[src/rtl/series_adder_axi_responder.sv]
// -----------------------------------------------------------------------------
// series_adder_axi_responder
//
// Responder/compute core of the bit-serial series-adder stream. A frame is one
// header beat (opcode in data_i[7:0]) followed by 32 bit-plane beats, LSB
// plane first. Plane k carries bit k of each of the M operands in
// data_i[M-1:0]. The block sums the operands serially into a 40-bit
// accumulator. It then returns the result as two 32-bit packets:
//   - low packet  : acc[31:0],          result_first = 1
//   - high packet : {24'b0, acc[39:32]}, result_last = 1
//
// Ports
//   clk           in   system clock, rising edge
//   rst_p         in   asynchronous active-high reset
//   module_idle   out  high while the FSM is in IDLE
//   data_rdy      out  input ready (beat accepted on data_vld && data_rdy)
//   data_vld      in   input beat valid
//   data_i[31:0]  in   header word or bit-plane (only low M bits of a plane used)
//   result_o[31:0]out  result packet payload
//   result_first  out  marks the low-word packet
//   result_last   out  marks the high-word packet
//   result_vld    out  result packet valid
//   result_rdy    in   downstream ready (packet consumed on vld && rdy)
//
// Parameters
//   M           operands per frame. The plane is data_i[M-1:0], so 1 <= M <= 32.
//   OPCODE_SUM  header opcode that opens a frame
//   TIMEOUT     consecutive idle cycles in RECV before a frame is abandoned
//               (only with SERIES_RESP_TIMEOUT_EN)
//
// Build option
//   SERIES_RESP_TIMEOUT_EN  when defined, RECV counts consecutive holes and
//                           abandons the frame after TIMEOUT of them, without
//                           sending any result. When undefined, RECV waits
//                           for the remaining planes indefinitely.
// -----------------------------------------------------------------------------
module series_adder_axi_responder #(
  parameter int         M          = 8,
  parameter logic [7:0] OPCODE_SUM = 8'h04,
  parameter int         TIMEOUT    = 64
) (
  input  logic        clk,
  input  logic        rst_p,
  output logic        module_idle,
  output logic        data_rdy,
  input  logic        data_vld,
  input  logic [31:0] data_i,
  output logic [31:0] result_o,
  output logic        result_first,
  output logic        result_last,
  output logic        result_vld,
  input  logic        result_rdy
);

  localparam int ACC_W = 40;
  localparam int PC_W  = $clog2(M + 1);

  typedef enum logic [1:0] {
    S_IDLE,
    S_RECV,
    S_SEND_LO,
    S_SEND_HI
  } state_t;

  // Number of set bits in one bit-plane: how many operands have bit k set.
  function automatic logic [PC_W-1:0] popcount(input logic [M-1:0] v);
    logic [PC_W-1:0] c;
    c = '0;
    for (int i = 0; i < M; i++) begin
      c = c + PC_W'(v[i]);
    end
    return c;
  endfunction

  state_t           state;
  logic [ACC_W-1:0] acc;
  logic [4:0]       plane_idx;

  logic             beat_acc;
  logic             is_header;
  logic             last_plane;
  logic [PC_W-1:0]  plane_cnt;
  logic [ACC_W-1:0] plane_term;
  logic [ACC_W-1:0] acc_sum;

  // Bits of data_i above the plane width (and above the opcode byte) carry
  // nothing for this block; fold them into a sink so every input bit has a
  // reader.
  logic             unused_data_bits;
  assign unused_data_bits = ^data_i;

  assign beat_acc   = data_vld && data_rdy;
  assign is_header  = (data_i[7:0] == OPCODE_SUM);
  assign last_plane = (plane_idx == 5'd31);

  // Plane k contributes popcount * 2^k. acc_sum already includes the beat
  // being accepted, so the low result word can be registered on the same
  // edge that takes plane 31.
  assign plane_cnt  = popcount(data_i[M-1:0]);
  assign plane_term = {{(ACC_W-PC_W){1'b0}}, plane_cnt} << plane_idx;
  assign acc_sum    = acc + plane_term;

`ifdef SERIES_RESP_TIMEOUT_EN
  localparam int HC_W = $clog2(TIMEOUT + 1);
  logic [HC_W-1:0] hole_cnt;
`endif

  always_ff @(posedge clk or posedge rst_p) begin
    if (rst_p) begin
      state        <= S_IDLE;
      acc          <= '0;
      plane_idx    <= '0;
      data_rdy     <= 1'b1;
      module_idle  <= 1'b1;
      result_vld   <= 1'b0;
      result_o     <= '0;
      result_first <= 1'b0;
      result_last  <= 1'b0;
`ifdef SERIES_RESP_TIMEOUT_EN
      hole_cnt     <= '0;
`endif
    end else begin
      case (state)
        S_IDLE: begin
          // Non-header beats are accepted and dropped.
          if (beat_acc && is_header) begin
            acc         <= '0;
            plane_idx   <= '0;
            module_idle <= 1'b0;
            state       <= S_RECV;
`ifdef SERIES_RESP_TIMEOUT_EN
            hole_cnt    <= '0;
`endif
          end
        end

        S_RECV: begin
          // data_rdy stays high here because the driver ignores backpressure.
          // A header-valued beat is just another plane.
          if (beat_acc) begin
            acc       <= acc_sum;
            plane_idx <= plane_idx + 5'd1;
`ifdef SERIES_RESP_TIMEOUT_EN
            hole_cnt  <= '0;
`endif
            if (last_plane) begin
              state        <= S_SEND_LO;
              data_rdy     <= 1'b0;
              result_vld   <= 1'b1;
              result_first <= 1'b1;
              result_last  <= 1'b0;
              result_o     <= acc_sum[31:0];
            end
          end
`ifdef SERIES_RESP_TIMEOUT_EN
          else if (hole_cnt == HC_W'(TIMEOUT - 1)) begin
            // This is the TIMEOUT-th consecutive hole. Abandon the frame.
            state       <= S_IDLE;
            acc         <= '0;
            plane_idx   <= '0;
            hole_cnt    <= '0;
            module_idle <= 1'b1;
          end else begin
            hole_cnt <= hole_cnt + HC_W'(1);
          end
`endif
        end

        S_SEND_LO: begin
          // Outputs hold until the low word is taken.
          if (result_rdy) begin
            state        <= S_SEND_HI;
            result_o     <= {24'b0, acc[39:32]};
            result_first <= 1'b0;
            result_last  <= 1'b1;
          end
        end

        S_SEND_HI: begin
          // result_o keeps the high word after the handshake.
          if (result_rdy) begin
            state       <= S_IDLE;
            result_vld  <= 1'b0;
            result_last <= 1'b0;
            data_rdy    <= 1'b1;
            module_idle <= 1'b1;
          end
        end

        default: begin
          state <= S_IDLE;
        end
      endcase
    end
  end

endmodule

[config.mk]
export PLATFORM = sky130hd
export DESIGN_NAME = series_adder_axi_responder
export DESIGN_NICKNAME = d
export VERILOG_FILES = /design/src/rtl/series_adder_axi_responder.sv
export SDC_FILE = /design/constraint.sdc
export NUM_CORES = 1
export LEC_CHECK = 0
export CAP_MARGIN = 5
export CORE_AREA = 2 2 101 142
export DETAILED_ROUTE_END_ITERATION = 7
export DIE_AREA = 0 0 103 144
export PLACE_DENSITY = 0.68
export SETUP_SLACK_MARGIN = 0.05
export SYNTH_ARGS = -nofsm -noshare
export SYNTH_HDL_FRONTEND = slang
export SYNTH_SLANG_ARGS = --single-unit
[constraint.sdc]
create_clock -name clk -period 4.9 [get_ports clk]
set_input_delay 0.49 -clock clk [delete_from_list [all_inputs] [get_ports clk]]
set_output_delay 0.49 -clock clk [all_outputs]
set_load 0.02 [all_outputs]
Word-level counts from Yosys, hierarchy flattened
Cells that the tools add are included.
{"block": "word_totals", "elab_cells": 71, "ff_bits": 84}
{"block": "op_classes", "muxes": 28, "n_addsub": 9, "eq_ne": 10, "reduce_logical": 14, "n_shift": 1}
{"operator": "$mux W32", "count": 3}
{"operator": "$mux W40", "count": 2}
{"operator": "$pmux W40 S2", "count": 1}
{"operator": "$pmux W32 S2", "count": 1}
{"operator": "$add A40 B40 Y40", "count": 1}
{"operator": "$shl A4 B5 Y40", "count": 1}
{"operator": "$add A4 B1 Y4", "count": 4}
{"operator": "$mux W2", "count": 5}
{"operator": "$mux W5", "count": 2}
{"operator": "$ne A2 B2 Y1 const B", "count": 5}
{"operator": "$pmux W5 S2", "count": 1}
{"operator": "$reduce_and A5 Y1", "count": 2}
{"operator": "$eq A8 B3 Y1 const B", "count": 1}
{"operator": "$pmux W1 S2", "count": 4}
{"operator": "$pmux W2 S4", "count": 1}
{"operator": "$reduce_and A4 Y1", "count": 2}
{"operator": "$reduce_bool A2 Y1", "count": 4}
{"operator": "$mux W1", "count": 7}
{"operator": "$reduce_and A3 Y1", "count": 2}
{"operator": "$add A5 B1 Y5 const B", "count": 1}
{"operator": "$eq A5 B5 Y1 const B", "count": 1}
{"operator": "$add A3 B1 Y4", "count": 1}
{"operator": "$eq A2 B2 Y1 const B", "count": 2}
{"operator": "$add A2 B1 Y3", "count": 1}
{"operator": "other kinds (6)", "count": 7}

Longest topological paths before layout
Gate-level depths: netlist of run 1.
{"block": "depth", "word_depth": 12, "depth_mapped": 25, "depth_no_buf": 24}

Least setup slack after synthesis of run 1
No wires, ideal clock.
{"block": "synth_path", "path_kind": "input -> register", "from": "input data_i[0]", "to": "register acc[34]", "setup_time_ns": 0.132, "arrival_ns": 5.392, "cell_stages": 20, "setup_slack_ns": -0.624, "n_path_buf": 0, "cell_sequence": "inv_1 fa_1 fa_1 fa_1 inv_1 ha_1 fa_1 mux2i_1 or2_2 or3_1 fa_1 nor2b_1 o2111ai_1 a21oi_2 o21ai_1 nand2_2 a31oi_4 nor4_2 nor3_1 or3b_1"}
{"block": "synth_between", "elab_chain_cells": 11, "elab_cells_between_ends": 15}
{"item": "from (decl)", "line_no": "47", "text": "input logic [31:0] data_i,"}
{"item": "$add A1 B1 Y2", "line_no": "70", "text": "c = c + PC_W'(v[i]);"}
{"item": "$add A2 B1 Y3", "line_no": "70"}
{"item": "$add A3 B1 Y4", "line_no": "70"}
{"item": "$add A4 B1 Y4 (4 in series)", "line_no": "70"}
{"item": "$shl A4 B5 Y40", "line_no": "100", "text": "assign plane_term = {{(ACC_W-PC_W){1'b0}}, plane_cnt} << plane_idx;"}
{"item": "$add A40 B40 Y40", "line_no": "101", "text": "assign acc_sum = acc + plane_term;"}
{"item": "$mux W40", "line_no": "140", "text": "if (beat_acc) begin"}
{"item": "$pmux W40 S2", "line_no": "123", "text": "case (state)"}
{"item": "to (signal assigned)", "line_no": "141", "text": "acc <= acc_sum;"}
{"item": "to (decl)", "line_no": "76", "text": "logic [ACC_W-1:0] acc;"}
Parallel ways exist; a longest one is shown, timed or not. The select of a mux whose other input is x is not followed.
A chain may end at the register's enable or synchronous reset.

Final worst setup path of run 1
{"block": "layout_path", "from": "input data_i[1]", "to": "register acc[34]"}
The elaborated chain is that of the path after synthesis.

==> impl_metrics.yaml, run 1 <==
clock_tree:
  cts_buffer_depth: 2
  htree_levels: 3
  cts_made_buffers: 9
  clockRootBuffer: "clkbuf_16"
  cts_sinks: 84
  clk_latency_ps: 350
  cts_tree: "yes"
  clk_pin_slew_ps: 70
  ctsHoldBuffers: 0
place:
  dp_hpwl_um: 13900
  place_congestion: 0.963
  place_area_um2: 7700
  portBuffers: 48
timing:
  tightest_slew_ps: 1220
  worst_slew_margin_rel_pct: 18.4
  worst_slack_ps: -684
  fmax_mhz: 179
  period_share_pct: 114
  rsz0062_at_grt: "yes"
  final-setup-viol-count: 58
  slew_viol_final: 0
  finalHoldViolCount: 0
  period_minus_slack_ps: 5580
  clock_skew_ps: 9.18
die:
  start_util_pct: 44.2
  fp.dieW_um: 103
  fp.dieH_um: 144
  dieArea_um2: 14800
  fp.coreArea_um2: 13700
  fp-row-count: 51
  ioPinCount: 73
synth:
  synth_edf_count: 0
  ys_ff_latch: 84
  syn_avg_cell_area_um2: 8.61
  synth_cell_types: 69
  synth_common_cells: "nand2_1, dfrtp_1, o21ai_0"
  synthesis.nets: 787
  synthFlopType: "dfrtp_1"
  synth_area_leader_cell: "dfrtp_1"
  yosysWarnings: 0
  yosys-top-cells-area: "dfrtp_1, ha_1, o21ai_0, nand2_1, nor2_1"
  yosys.area.top_type_share_pct: 34.0
  async_flop_share_pct: 100
  synth_cells: 700
  ys_seq_area_share_pct: 34.9
  syn-cell-area_um2: 6030
  synth.most_common_cell: "nand2_1"
cells_and_area:
  utilization_pct: 68.6
  nets: 987
  stdcell_area_um2: 9360
  syn2layout_area_growth_pct: 55.3
  antenna_cells: 0
  drive_gt1_share_pct: 39.3
worst_hold_path:
  min_path_type: "reg -> reg"
  min_to: "result_o[30]"
  holdCritStartpoint: "result_o[30]"
  whs_path_depth: 2
worst_setup_path:
  r2r_slack_ps: 890
  critPathKind: "in -> reg"
  r2r-start: "plane_idx[3]"
  worstPathMaxFanout: 3
  worstReg2RegEnd: "acc[34]"
  reg2reg_depth: 16
  required_ps: 5130
  start_kind: "primary input"
  cp.arrival_ps: 5810
  cp-end-kind: "flip-flop"
global_route:
  grt_antenna_before_repair: 0
  grt_first_pass_wirelength_um: 32600
  grt_pass1_vias: 6587
  grt_max_degree: 47
  grt-ovfl-total: 0
  grt_usage_pct: 28.3
routing:
  drc: 0
  totalWireLength_um: 22100
  drt_iter0_markers: 359
  ant_nets: 0
  vias: 6515
  wl_per_cell_um: 20.3
  routed_via_density: 5.98
  drt_pre_antenna_iters: 5
power_and_ir_drop:
  power_mw: 2.75
  cellPowerDensity_nw_per_um2: 294
  p_leak_nw: 4.32
  peakVddDrop_uv: 249
run_status:
  outcome: "finished, violations left"
  violations: "negative setup slack"
flow_run:
  max_cap_viol_count: 0
==> power breakdown <==
group / total [mW] / internal (mW) / switching [mW]
logic: 1.14 / 0.446 / 0.696
clock network: 0.801 / 0.500 / 0.301
registers: 0.809 / 0.751 / 0.0577
total: 2.75 / 1.70 / 1.06
==> cell type report <==
type / count / area (um2)
Clock buffer: 10 / 229
Fill cell: 1021 / 4290
Sequential cell: 84 / 2100
Multi-Input combinational cell: 557 / 4690
Tap cell: 185 / 231
Inverter: 27 / 115
Clock inverter: 6 / 113
Timing Repair Buffer: 221 / 1880
==> critical path, stage by stage <==
cell	delay, ps
buf_6	70
inv_2	30
fa_1	540
fa_1	420
fa_1	520
inv_2	50
ha_4	160
fa_2	570
nand2_1	60
o21ai_1	120
nand2_1	120
o21ai_2	120
o21ai_2	110
nor2_2	150
ha_1	260
a21o_1	200
buf_6	130
a21oi_4	190
a21oi_2	100
buf_4	150
o21ai_2	140
nand2_2	90
a31oi_4	230
buf_12	140
nor4_4	50
o2111ai_2	210
or3b_1	370
==> per-layer routing <==
metal  global-route usage (%)  vias up  wire length, um
met5                        0        -                0
met4                     18.1        0             1470
met3                     4.40      122             1150
met2                     48.6      323            11400
met1                     32.1     3171             8090
li1                         -     2899                -
==> placed cells by master (no fill, tap or decap), types with 10 or more instances in the layout <==
| master | count |
|---|---|
| a21o_1 | 27 |
| a21oi_1 | 29 |
| a21oi_2 | 16 |
| a22o_1 | 24 |
| buf_4 | 152 |
| buf_6 | 21 |
| clkdlybuf4s50_1 | 45 |
| dfrtp_1 | 82 |
| ha_1 | 35 |
| ha_4 | 10 |
| inv_1 | 21 |
| nand2_1 | 83 |
| nand3_1 | 15 |
| nor2_1 | 46 |
| nor2_2 | 14 |
| o21ai_0 | 23 |
| o21ai_1 | 35 |
| o21ai_2 | 14 |
| xnor2_2 | 10 |
==> cells by family after synthesis <==
kind of cell	after synthesis	share of synthesized area, %
adder cells (fa/ha/maj)	51	11.2
flip-flops	84	34.9
AND/OR/NAND/NOR	234	18.0
buffers and inverters	59	3.92
XOR/XNOR	32	4.65
AO/OA/AOI/OAI	231	25.8
multiplexers	9	1.56
==> worst max-delay path by stage <==
stage / from / to / slack [ps] / depth (start not counted)
final: data_i[1] / acc[34] / -680 / 27
after global routing: data_i[1] / acc[34] / -870 / 26
after CTS: data_i[0] / result_o[17] / -700 / 23
after detailed placement: data_i[0] / acc[28] / -1660 / 25
after global placement: data_i[0] / acc[28] / -1580 / 25
after floorplan: data_i[0] / result_o[17] / -340 / 22
==> repair_timing <==
action | 4_1_cts | 5_1_grt
setup buffers | 22 | 26
pin swaps | 66 | 84
setup endpoints to repair | 66 | 63
resized for setup | 117 | 111
==> per-stage QoR <==
step	hold WS, ps	setup WS, ps	cells	TNS, ps
2_1_floorplan	456	-341	700	-7030
3_3_place_gp	462	-1580	1035	-79230
5_1_grt	509	-869	1090	-37810
4_1_cts	479	-698	1072	-26920
3_5_place_dp	465	-1660	1035	-86470
6_report	478	-684	1090	-27860
==> sequential cells by signal (all words and copies together), names as in the netlist <==
name,cells
acc,40
state,2
module_idle,1
data_rdy,1
result_first,1
result_last,1
result_o,32
plane_idx,5
result_vld,1
Power figures use the tool's default switching activity.
==> run 2, diff against run 1 <==
--- a/config.mk
+++ b/config.mk
@@ -5,12 +5,14 @@
 export SDC_FILE = /design/constraint.sdc
 export NUM_CORES = 1
 export LEC_CHECK = 0
+export ABC_AREA = 1
 export CAP_MARGIN = 5
-export CORE_AREA = 2 2 101 142
+export CORE_AREA = 2 2 108 152
 export DETAILED_ROUTE_END_ITERATION = 7
-export DIE_AREA = 0 0 103 144
-export PLACE_DENSITY = 0.68
+export DIE_AREA = 0 0 110 154
+export PLACE_DENSITY = 0.67
 export SETUP_SLACK_MARGIN = 0.05
+export SLEW_MARGIN = 25
 export SYNTH_ARGS = -nofsm -noshare
 export SYNTH_HDL_FRONTEND = slang
 export SYNTH_SLANG_ARGS = --single-unit
==> run 2 against run 1 <==
First-iteration DRC count up 46%. The run still ends with negative setup slack left. Sequential cell count unchanged. Synthesized cell count up 55%. Highest routed layer unchanged. Cell area up 15%.
==> impl_metrics.yaml, run 2 <==
die:
  fp.dieW_um: 110
  start_util_pct: 44.7
  fp.dieH_um: 154
  dieArea_um2: 16900
  fp.coreArea_um2: 15500
  fp-row-count: 54
  ioPinCount: 73
global_route:
  grt_pass1_vias: 7704
  grt_max_degree: 48
  grt_usage_pct: 29.6
  grt_antenna_before_repair: 0
  grt-ovfl-total: 0
  grt_first_pass_wirelength_um: 38600
routing:
  totalWireLength_um: 25400
  drt_iter0_markers: 523
  routed_via_density: 5.27
  met2WireLength_um: 13000
  drc: 0
  top_layer_used: "met4"
  vias: 8035
  met1Wirelength_um: 9870
  ant_nets: 0
  wl_per_cell_um: 16.6
  drt_pre_antenna_iters: 5
  met3_length_um: 1160
worst_setup_path:
  r2r_slack_ps: 1060
  required_ps: 5150
  reg2reg_depth: 15
  critPathKind: "in -> reg"
  slowest_delay_ps: 540
  worstReg2RegEnd: "acc[35]"
  r2r-start: "plane_idx[4]"
  worstPathMaxFanout: 4
  cp.arrival_ps: 5160
  cp-end-kind: "flip-flop"
  start_kind: "primary input"
  slowest_stage: "fa_1"
place:
  dp.cells: 1445
  dp_slack_ps: -1140
  portBuffers: 48
  place_congestion: 0.962
  place_area_um2: 8560
  dp_hpwl_um: 17500
synth:
  syn_avg_cell_area_um2: 6.35
  syn-cell-area_um2: 6910
  synthFlopType: "dfrtp_1"
  yosys.area.top_type_share_pct: 29.7
  async_flop_share_pct: 100
  synth_cell_types: 39
  ys_ff_latch: 84
  yosys-top-cells-area: "dfrtp_1, nand2_1, inv_1, ha_1, nor2_1"
  synth_area_leader_cell: "dfrtp_1"
  yosysWarnings: 0
  synthesis.nets: 1175
  synth_common_cells: "nand2_1, inv_1, nor2_1"
  ys_seq_area_share_pct: 30.5
  synth_cells: 1088
  synth_edf_count: 0
  synth.most_common_cell: "nand2_1"
cells_and_area:
  drive_gt1_share_pct: 37.6
  reg_top3: "acc (40), result_o (32), plane_idx (5)"
  regMostFlops: "acc"
  seqCellArea_um2: 2100
  layout.cells.non_filler: 1525
  nets: 1411
  multiInputGateArea_um2: 5440
  syn2layout_area_growth_pct: 55.4
  final.fill_count: 1230
  largest_register_ffs: 40
  final_common_cell: "nand2_1"
  final_cell_mix: "nand2_1, buf_4, inv_1, dfrtp_1, nand2_2"
  antenna_cells: 0
  stdcell_area_um2: 10700
flow_run:
  max_cap_viol_count: 0
clock_tree:
  clk_latency_ps: 360
  cts_tree: "yes"
  clk_pin_slew_ps: 70
  clockRootBuffer: "clkbuf_16"
  cts_sinks: 84
  cts_buffer_depth: 2
  htree_levels: 3
  cts_made_buffers: 9
run_status:
  outcome: "finished, violations left"
  violations: "negative setup slack"
timing:
  final-setup-viol-count: 1
  period_minus_slack_ps: 4910
  finalHoldViolCount: 0
  whs_ps: 467
  fmax_mhz: 204
  worst_slew_margin_rel_pct: 22.7
  rsz0062_at_grt: "yes"
  tightest_slew_ps: 1160
  fin_setup_tns_ps: -10.6
  clock_skew_ps: 8.30
  period_share_pct: 100
  slew_viol_final: 0
  worst_slack_ps: -10.6
worst_hold_path:
  holdCritStartpoint: "module_idle"
  min_path_type: "reg -> reg"
  whs_path_depth: 2
  min_to: "module_idle"
power_and_ir_drop:
  cellPowerDensity_nw_per_um2: 292
  peakVddDrop_uv: 394
  p_leak_nw: 5.64
run 2: cell types whose count changed in the layout (fill, tap and decap cells not counted), sizes merged, moves of 12 or more:
cell / before / now
inv: 26 / 159
and3: 12 / 0
nor2: 63 / 113
nand2: 88 / 409
a21o: 27 / 0
o21ai: 76 / 56
nand3: 18 / 68
a22o: 24 / 2
buf: 176 / 199
run 2: cell families after synthesis:
| kind of cell | count (synthesis) | synth area share, % |
|---|---|---|
| AND/OR/NAND/NOR | 625 | 36.9 |
| buffers and inverters | 183 | 10.2 |
| AO/OA/AOI/OAI | 125 | 10.1 |
| flip-flops | 84 | 30.5 |
| adder cells (fa/ha/maj) | 51 | 9.78 |
| XOR/XNOR | 19 | 2.41 |
| multiplexers | 1 | 0.145 |
run 2: worst max path at each step:
stage,from,to,slack (ps),cells after the start
floorplan,data_i[0],acc[21],110,24
global placement,data_i[0],acc[20],-1050,26
detailed placement,data_i[0],acc[20],-1140,26
CTS,data_i[3],acc[30],50,29
global route,data_i[1],result_o[30],-120,29
finish,data_i[0],result_o[30],-10,29
run 2: metal layers:
metal / global-route usage (%) / vias to the layer above
met5: 0 / -
met4: 13.4 / 0
met3: 3.90 / 82
met2: 52.1 / 241
met1: 35.0 / 3825
li1: - / 3887
run 2: per-stage QoR:
stage | utilization [%] | power [mW]
global route | 69.4 | 3.34
global placement | 55.1 | 2.20
finish | 69.4 | 3.14
detailed placement | 55.3 | 2.25
floorplan | - | 1.73
CTS | 63.9 | 3.01
run 2: area by class of cell:
type | count | area share (%)
multi-input cells | 821 | 50.7
inverters | 163 | 5.77
repair buffers | 244 | 18.9
flip-flops and latches | 84 | 19.6
repair inverters | 1 | 0.0699
clock inverters | 5 | 0.338
clock buffers | 11 | 2.35
well taps | 196 | 2.28
run 2: report_power, final:
part           internal [mW]  switching, mW  total, mW
clock network          0.371          0.315      0.687
registers              0.788         0.0680      0.856
logic                  0.618          0.978       1.60
total                   1.78           1.36       3.14
run 2: critical path: cells and delay by family:
kind                       cells  cell delay [ps]
adders and majority gates      6             2360
and+or+nand+nor               14             1320
buffers and inverters          6              440
AOI/OAI and AO/OA              2              380
xor gates and xnor gates       1              170
run 2: timing repair:
action	4_1_cts	5_1_grt
setup endpoints to repair	64	67
pin swaps	71	101
hold buffers	0	0
gates cloned	0	1
setup buffers	50	13
gates resized for setup	195	184
